$ cat src/rtl/fifo_ctrl.sv
// fifo_ctrl: synchronous FIFO controller in front of a dual_ram storage block.
// Converts push/pop requests into dual_ram write/read strobes and addresses,
// and tracks full/empty/occupancy plus a read-data-valid strobe aligned to
// dual_ram's registered data_out. No data passes through this block.
//
// Optional feature macro: FIFO_ERR_FLAGS_EN adds err_clr/overflow/underflow.
//
// Ports:
//   clk       rising-edge clock shared with dual_ram
//   reset     synchronous active-low reset
//   push      write request (data presented directly to dual_ram.data_in)
//   pop       read request
//   write     dual_ram write strobe, push & ~full (0 during reset)
//   read      dual_ram read strobe, pop & ~empty (0 during reset)
//   wr_addr   dual_ram write address (low bits of write pointer)
//   rd_addr   dual_ram read address (low bits of read pointer)
//   full      DEPTH entries held
//   empty     no entries held
//   count     occupancy 0..DEPTH
//   rd_valid  dual_ram.data_out carries popped data this cycle
//   err_clr   clears sticky error flags           (FIFO_ERR_FLAGS_EN)
//   overflow  sticky: a push was rejected          (FIFO_ERR_FLAGS_EN)
//   underflow sticky: a pop was rejected           (FIFO_ERR_FLAGS_EN)

module fifo_ctrl #(
    parameter int unsigned ADDR  = 4,
    parameter int unsigned DEPTH = 16
) (
    input  logic            clk,
    input  logic            reset,
    input  logic            push,
    input  logic            pop,
    output logic            write,
    output logic            read,
    output logic [ADDR-1:0] wr_addr,
    output logic [ADDR-1:0] rd_addr,
    output logic            full,
    output logic            empty,
    output logic [ADDR:0]   count,
    output logic            rd_valid
`ifdef FIFO_ERR_FLAGS_EN
    ,
    input  logic            err_clr,
    output logic            overflow,
    output logic            underflow
`endif
);

    localparam int unsigned PW = ADDR + 1;

    // Only power-of-two depths matching the address width are supported.
    generate
        if (DEPTH != (1 << ADDR)) begin : g_bad_depth
            $error("fifo_ctrl: DEPTH must equal 2**ADDR");
        end
    endgenerate

    logic [PW-1:0] wr_ptr;
    logic [PW-1:0] rd_ptr;

    // Flags derive only from registered pointers; the MSB is the wrap bit.
    always_comb begin
        empty   = (wr_ptr == rd_ptr);
        full    = (wr_ptr == {~rd_ptr[ADDR], rd_ptr[ADDR-1:0]});
        count   = wr_ptr - rd_ptr;
        wr_addr = wr_ptr[ADDR-1:0];
        rd_addr = rd_ptr[ADDR-1:0];
    end

    // Strobes are suppressed while reset is held so dual_ram sees no access.
    always_comb begin
        write = reset & push & ~full;
        read  = reset & pop & ~empty;
    end

    // Pointer advance and read-valid pipeline stage matching dual_ram latency.
    always_ff @(posedge clk) begin
        if (!reset) begin
            wr_ptr   <= '0;
            rd_ptr   <= '0;
            rd_valid <= 1'b0;
        end else begin
            if (write) wr_ptr <= wr_ptr + PW'(1);
            if (read)  rd_ptr <= rd_ptr + PW'(1);
            rd_valid <= read;
        end
    end

`ifdef FIFO_ERR_FLAGS_EN
    // Sticky error flags; a new rejection beats a simultaneous clear.
    always_ff @(posedge clk) begin
        if (!reset) begin
            overflow  <= 1'b0;
            underflow <= 1'b0;
        end else begin
            if (push && full)  overflow <= 1'b1;
            else if (err_clr)  overflow <= 1'b0;
            if (pop && empty)  underflow <= 1'b1;
            else if (err_clr)  underflow <= 1'b0;
        end
    end
`endif

endmodule
$ cat config.mk
export PLATFORM = sky130hd
export DESIGN_NAME = fifo_ctrl
export DESIGN_NICKNAME = d
export VERILOG_FILES = /design/src/rtl/fifo_ctrl.sv
export SDC_FILE = /design/constraint.sdc
export NUM_CORES = 1
export LEC_CHECK = 0
export ABC_AREA = 1
export CORE_MARGIN = 4
export CORE_UTILIZATION = 30
export CTS_CLUSTER_DIAMETER = 120
export DETAILED_ROUTE_END_ITERATION = 10
export GPL_TIMING_DRIVEN = 0
export PLACE_DENSITY = 0.58
export SLEW_MARGIN = 20
export SYNTH_ARGS = -nofsm -noshare
export SYNTH_HDL_FRONTEND = slang
export SYNTH_SLANG_ARGS = --single-unit
$ cat constraint.sdc
create_clock -name clk -period 2.8 [get_ports clk]
set_input_delay 0.56 -clock clk [delete_from_list [all_inputs] [get_ports clk]]
set_output_delay 0.56 -clock clk [all_outputs]
set_load 0.05 [all_outputs]
==> metrics.csv, run 1 <==
metric,value,unit
cp_slowest_cell,dlygate4sd2_1,
final_cell_mix,"nand2_1, nand3_1, inv_1",
min_path_type,reg2reg,
cp.required,2.24,ns
route.antenna.remaining_nets,0,
gp_congestion,0.719,
dp.cells,167,
synthCells,116,
arrival,2.09,ns
syn-cell-area,795,sq um
fin_area,1060,sq um
hold_depth,2,
core,2500,sq um
grt_max_degree,11,
cts_sinks,11,
crit_cells,5,
cap_violations,0,
path_cells,ha_1 > inv_1 > fa_1 > xor2_1 > dlygate4sd2_1,
initial_core_util,31.8,%
reg2regPathDepth,9,
dp_hpwl,1300,um
nFillCells,274,
die_h,59.5,um
utilization,42.2,%
final-hold-violation-count,0,
die_area,3540,sq um
wl,1660,um
rows,18,
htreeDepth,1,
vias_per_cell,4.44,
report.final.slew_viol_count,0,
max_slew_margin,66.5,%
multi_input_area,445,sq um
finalNetCount,153,
crit_family,adder cells,
grt_pass1_vias,729,
cts_tree,done,
synthTopCellsByArea,"dfxtp_1, nand2_1, ha_1",
period_minus_slack,2.65,ns
fp.dieW,59.5,um
post-cts-setup-buffer-count,0,
worst_setup_path_end_kind,output port,
fin_crit_sh,94.7,%
critPathKind,reg2out,
insertion_delay,0.27,ns
cp-startpoint,rd_ptr[0],
max-vdd-ir-drop,0.000243,V
power_density,422,nW/um^2
syn_to_final_growth,32.9,%
antenna_found_initial,0,
critical_path.startpoint_type,register,
synth_top_area_share,27.7,%
setup_viol,0,
max_stage_delay,0.54,ns
fmax,377,MHz
cts-root-buf,clkbuf_4,
syn_avg_cell_area,6.85,sq um
fin_skew,0.00227,ns
finalPower,0.445,mW
drive_above_1_share,16.3,%
antenna_cells,0,
synth_cell_types,16,
worstReg2RegStart,rd_ptr[2],
cts_hold_buf,0,
grt_pass1_wl,3020,um
clk_pin_slew,0.07,ns
cp_num_buf_inv,2,
cts.path.max_buffers,2,
hold_ws,0.554,ns
drc,0,
ys_seq_area_share,27.7,%
worst_pin_slew,0.500,ns
grt_overflow,0,
min_from,rd_ptr[1],
crit_fanout,6,
firstDrtPassIters,4,
synth_top_area_cell,dfxtp_1,
ios,22,
yosysWarnings,0,
track_usage,11.0,%
numCtsBuffers,3,
synth_seq_cells,11,
status,"finished, final reports clean",
drt-initial-drc-count,9,
synth_nets,127,
seqCellArea,220,sq um
final_common_cell,nand2_1,
io_buffers,21,
rsz0062_at_grt,no,
placement.cell_area,1040,sq um
fin_cells,171,
num_vias,760,
leakage,0.532,nW
wl_per_cell,9.71,um
==> metrics by stage <==
stage / setup WS (ns) / setup TNS, ns
6_report: 0.149 / 0
5_1_grt: 0.00743 / 0
4_1_cts: 0.0117 / 0
3_5_place_dp: -0.0341 / -0.0474
3_3_place_gp: -0.0339 / -0.0465
2_1_floorplan: 0.366 / 0
==> final cells by class <==
class / instances / area share [%]
Buffer: 9 / 6.16
Timing Repair Buffer: 21 / 18.7
Multi-Input combinational cell: 79 / 42.2
Tap cell: 30 / 3.55
Inverter: 17 / 6.04
Clock buffer: 4 / 2.49
Sequential cell: 11 / 20.9
==> power by group <==
group          switching, mW  internal, mW
clock network         0.0565        0.0551
registers            0.00708         0.161
logic                  0.114        0.0513
total                  0.178         0.268
==> flip-flops by register name, summed over array words and instances, names as in the netlist <==
register	flops
wr_ptr	5
rd_valid	1
rd_ptr	5
==> worst min-delay path: cells and delay by family (launching register included) <==
family | cells | cell delay, ns
AND/OR/NAND/NOR | 2 | 0.15
flip-flops | 1 | 0.37
==> path summary, 6_finish.rpt <==
path / end / slack [ns]
max: count[2] / 0.15
min: rd_ptr[1] / 0.55
max reg2reg: rd_ptr[1] / 1.24
min reg2reg: rd_ptr[1] / 0.55
==> layer usage <==
layer | track usage (%) | vias to the layer above | share of wire [%]
met1 | 14.4 | 332 | 52
met5 | 0 | - | 0
li1 | - | 408 | -
met4 | 5.83 | 0 | 1.5
met3 | 2.18 | 4 | 4.8
met2 | 16.8 | 16 | 42
==> synth_stat cells <==
| master | count |
|---|---|
| buf_2 | 1 |
| nand2_2 | 4 |
| nand3_1 | 15 |
| inv_1 | 14 |
| a21oi_1 | 10 |
| xor2_1 | 3 |
| nand2_4 | 2 |
| buf_4 | 8 |
| inv_2 | 3 |
| nor2_1 | 12 |
| o21ai_0 | 1 |
| ha_1 | 6 |
| nor2_4 | 1 |
| fa_1 | 1 |
| nand2_1 | 24 |
| dfxtp_1 | 11 |
==> cell families after synthesis <==
| kind of cell | Yosys count | synth area share (%) |
|---|---|---|
| DFF | 11 | 27.7 |
| xor gates and xnor gates | 3 | 3.31 |
| adders and majority gates | 7 | 12.0 |
| AOI/OAI and AO/OA | 11 | 6.93 |
| buffers and inverters | 26 | 16.2 |
| and+or+nand+nor | 58 | 33.9 |
==> what timing repair did <==
action,in CTS,in global routing
setup endpoints to repair,8,2
gates resized for setup,8,3
hold endpoints to repair,0,0
(Power assumes the default switching activity.)
==> run 2, diff against run 1 <==
Settings changed: SETUP_SLACK_MARGIN from default to 0.3.
==> run 2 against run 1 <==
Compared with the run above: design area down 1.3%; global-route usage unchanged; first-iteration DRC count increased by 22%; die area unchanged; cell count unchanged; register-to-register slack gained 0.04 ns; largest cell class unchanged; critical endpoint is now count[4]; power fell by 0.16%; largest power group unchanged.
==> metrics.csv, run 2 (synthesis results as in run 1) <==
metric,value,unit,change
status,"finished, final reports clean",,unchanged
dp_worst_setup_slack,-0.0341,ns,unchanged
rsz0062_at_grt,yes,,was no
grt_max_degree,11,,unchanged
critPathKind,reg2out,,unchanged
critical_path.startpoint_type,register,,unchanged
fin_ws,0.405,ns,was 0.149 ns
rows,18,,unchanged
dp_hpwl,1300,um,unchanged
fin_crit_sh,85.5,%,was 94.7%
cts_resized,33,,was 8
arrival,1.84,ns,was 2.09 ns
finalNetCount,153,,unchanged
antenna_cells,0,,unchanged
worst_setup_path_end_kind,output port,,unchanged
io_buffers,21,,unchanged
track_usage,11.0,%,unchanged
fin_skew,0.00233,ns,was 0.00227 ns
htreeDepth,1,,unchanged
post-cts-setup-buffer-count,0,,unchanged
route.antenna.remaining_nets,0,,unchanged
cts_tree,done,,unchanged
firstDrtPassIters,4,,unchanged
nFillCells,271,,was 274
leakage,0.535,nW,was 0.532 nW
final-hold-violation-count,0,,unchanged
grt_overflow,0,,unchanged
fp.dieW,59.5,um,unchanged
worstReg2RegStart,rd_ptr[3],,was rd_ptr[2]
cts_hold_buf,0,,unchanged
wl,1660,um,about the same
grt_pass1_wl,3020,um,unchanged
crit_fanout,6,,unchanged
power_density,427,nW/um^2,was 422 nW/um^2
syn_to_final_growth,31.2,%,was 32.9%
min_from,rd_ptr[2],,was rd_ptr[1]
final_common_cell,nand2_1,,unchanged
final_cell_mix,"nand2_1, nand3_1, inv_1",,unchanged
reg2reg_to,rd_ptr[1],,unchanged
worst_pin_slew,0.500,ns,about the same
hold_depth,2,,unchanged
hold_ws,0.540,ns,was 0.554 ns
cap_violations,0,,unchanged
ff2ff_setup_slack,1.28,ns,was 1.24 ns
period_minus_slack,2.40,ns,was 2.65 ns
vias_per_cell,4.39,,was 4.44
core,2500,sq um,unchanged
reg.largest.list,"rd_ptr: 5 flops, wr_ptr: 5 flops, rd_valid: 1 flops",,unchanged
gp_congestion,0.719,,unchanged
wl_per_cell,9.73,um,was 9.71 um
drive_above_1_share,22.7,%,was 16.3%
max-vdd-ir-drop,0.000226,V,was 0.000243 V
clk_pin_slew,0.07,ns,about the same
cts_sinks,11,,unchanged
insertion_delay,0.27,ns,about the same
report.final.slew_viol_count,0,,unchanged
fmax,417,MHz,was 377 MHz
num_vias,751,,was 760
antenna_found_initial,0,,unchanged
numCtsBuffers,3,,unchanged
setup_viol,0,,unchanged
initial_core_util,31.8,%,unchanged
cts.path.max_buffers,2,,unchanged
drt-initial-drc-count,11,,was 9
die_h,59.5,um,unchanged
die_area,3540,sq um,unchanged
min_path_type,reg2reg,,unchanged
cp.required,2.24,ns,about the same
hold-path-endpoint,rd_ptr[2],,was rd_ptr[1]
grt_pass1_vias,729,,unchanged
cts-root-buf,clkbuf_4,,unchanged
reg2regPathDepth,9,,unchanged
drc,0,,unchanged
ios,22,,unchanged
max_slew_margin,66.5,%,about the same
run 2: cell types whose count changed in the layout (fill, tap and decap cells not counted), sizes merged:
cell and delta:
dlymetal6s2s +1, buf +6, dlygate4sd2 -6, clkdlybuf4s50 -1
run 2: worst max-delay path by stage:
| stage | startpoint | endpoint | slack [ns] | cells past startpoint |
|---|---|---|---|---|
| 5_1_grt | wr_ptr[0] | count[4] | 0.25 | 8 |
| 3_5_place_dp | reset | write | -0.03 | 6 |
| 2_1_floorplan | rd_ptr[0] | count[4] | 0.37 | 6 |
| 6_report | wr_ptr[0] | count[4] | 0.40 | 8 |
| 4_1_cts | rd_ptr[0] | count[4] | 0.28 | 7 |
| 3_3_place_gp | reset | write | -0.03 | 6 |
run 2: cell type report:
| cell class | instances | area, sq um | area share (%) |
|---|---|---|---|
| timing repair buffer | 21 | 181 | 17.4 |
| multi-input combinational | 79 | 445 | 42.7 |
| buffer | 9 | 65.1 | 6.24 |
| inverter | 17 | 63.8 | 6.12 |
| sequential | 11 | 223 | 21.4 |
| tap | 30 | 37.5 | 3.60 |
| clock buffer | 4 | 26.3 | 2.52 |
run 2: worst max-delay path, stage by stage (launching register included):
cell	delay, ns
dfxtp_1	0.36
inv_1	0.07
ha_1	0.16
inv_1	0.06
fa_1	0.40
nand3_1	0.08
nand2_1	0.07
xor2_1	0.13
clkbuf_4	0.24
run 2: per-layer routing:
layer	part of all wire [%]	track usage, %	vias up
li1	-	-	408
met4	1.5	5.83	0
met3	4.8	2.18	4
met1	52	14.4	325
met2	42	16.8	14
met5	0	0	-
run 2: where the power goes:
part | total, mW | internal, mW | switching (mW)
sequential | 0.168 | 0.161 | 0.00709
combinational | 0.165 | 0.0503 | 0.114
clock | 0.112 | 0.0551 | 0.0565
total | 0.445 | 0.267 | 0.178
run 2: per-stage QoR:
stage                     std cells  util (%)  TNS (ns)  total power, mW  instance area (sq um)
after global routing            171      41.7         0            0.471                   1040
after global placement          167      41.7   -0.0465            0.346                   1040
after floorplan                 116         -         0            0.297                    795
after CTS                       171      42.2         0            0.450                   1050
final                           171      41.7         0            0.445                   1040
after detailed placement        167      41.7   -0.0474            0.348                   1040
==> run 3, diff against run 2 <==
Settings changed: HOLD_SLACK_MARGIN from default to 0.05.
==> results of run 3 <==
No change in the layout: final DEF, timing and power equal those of run 2.
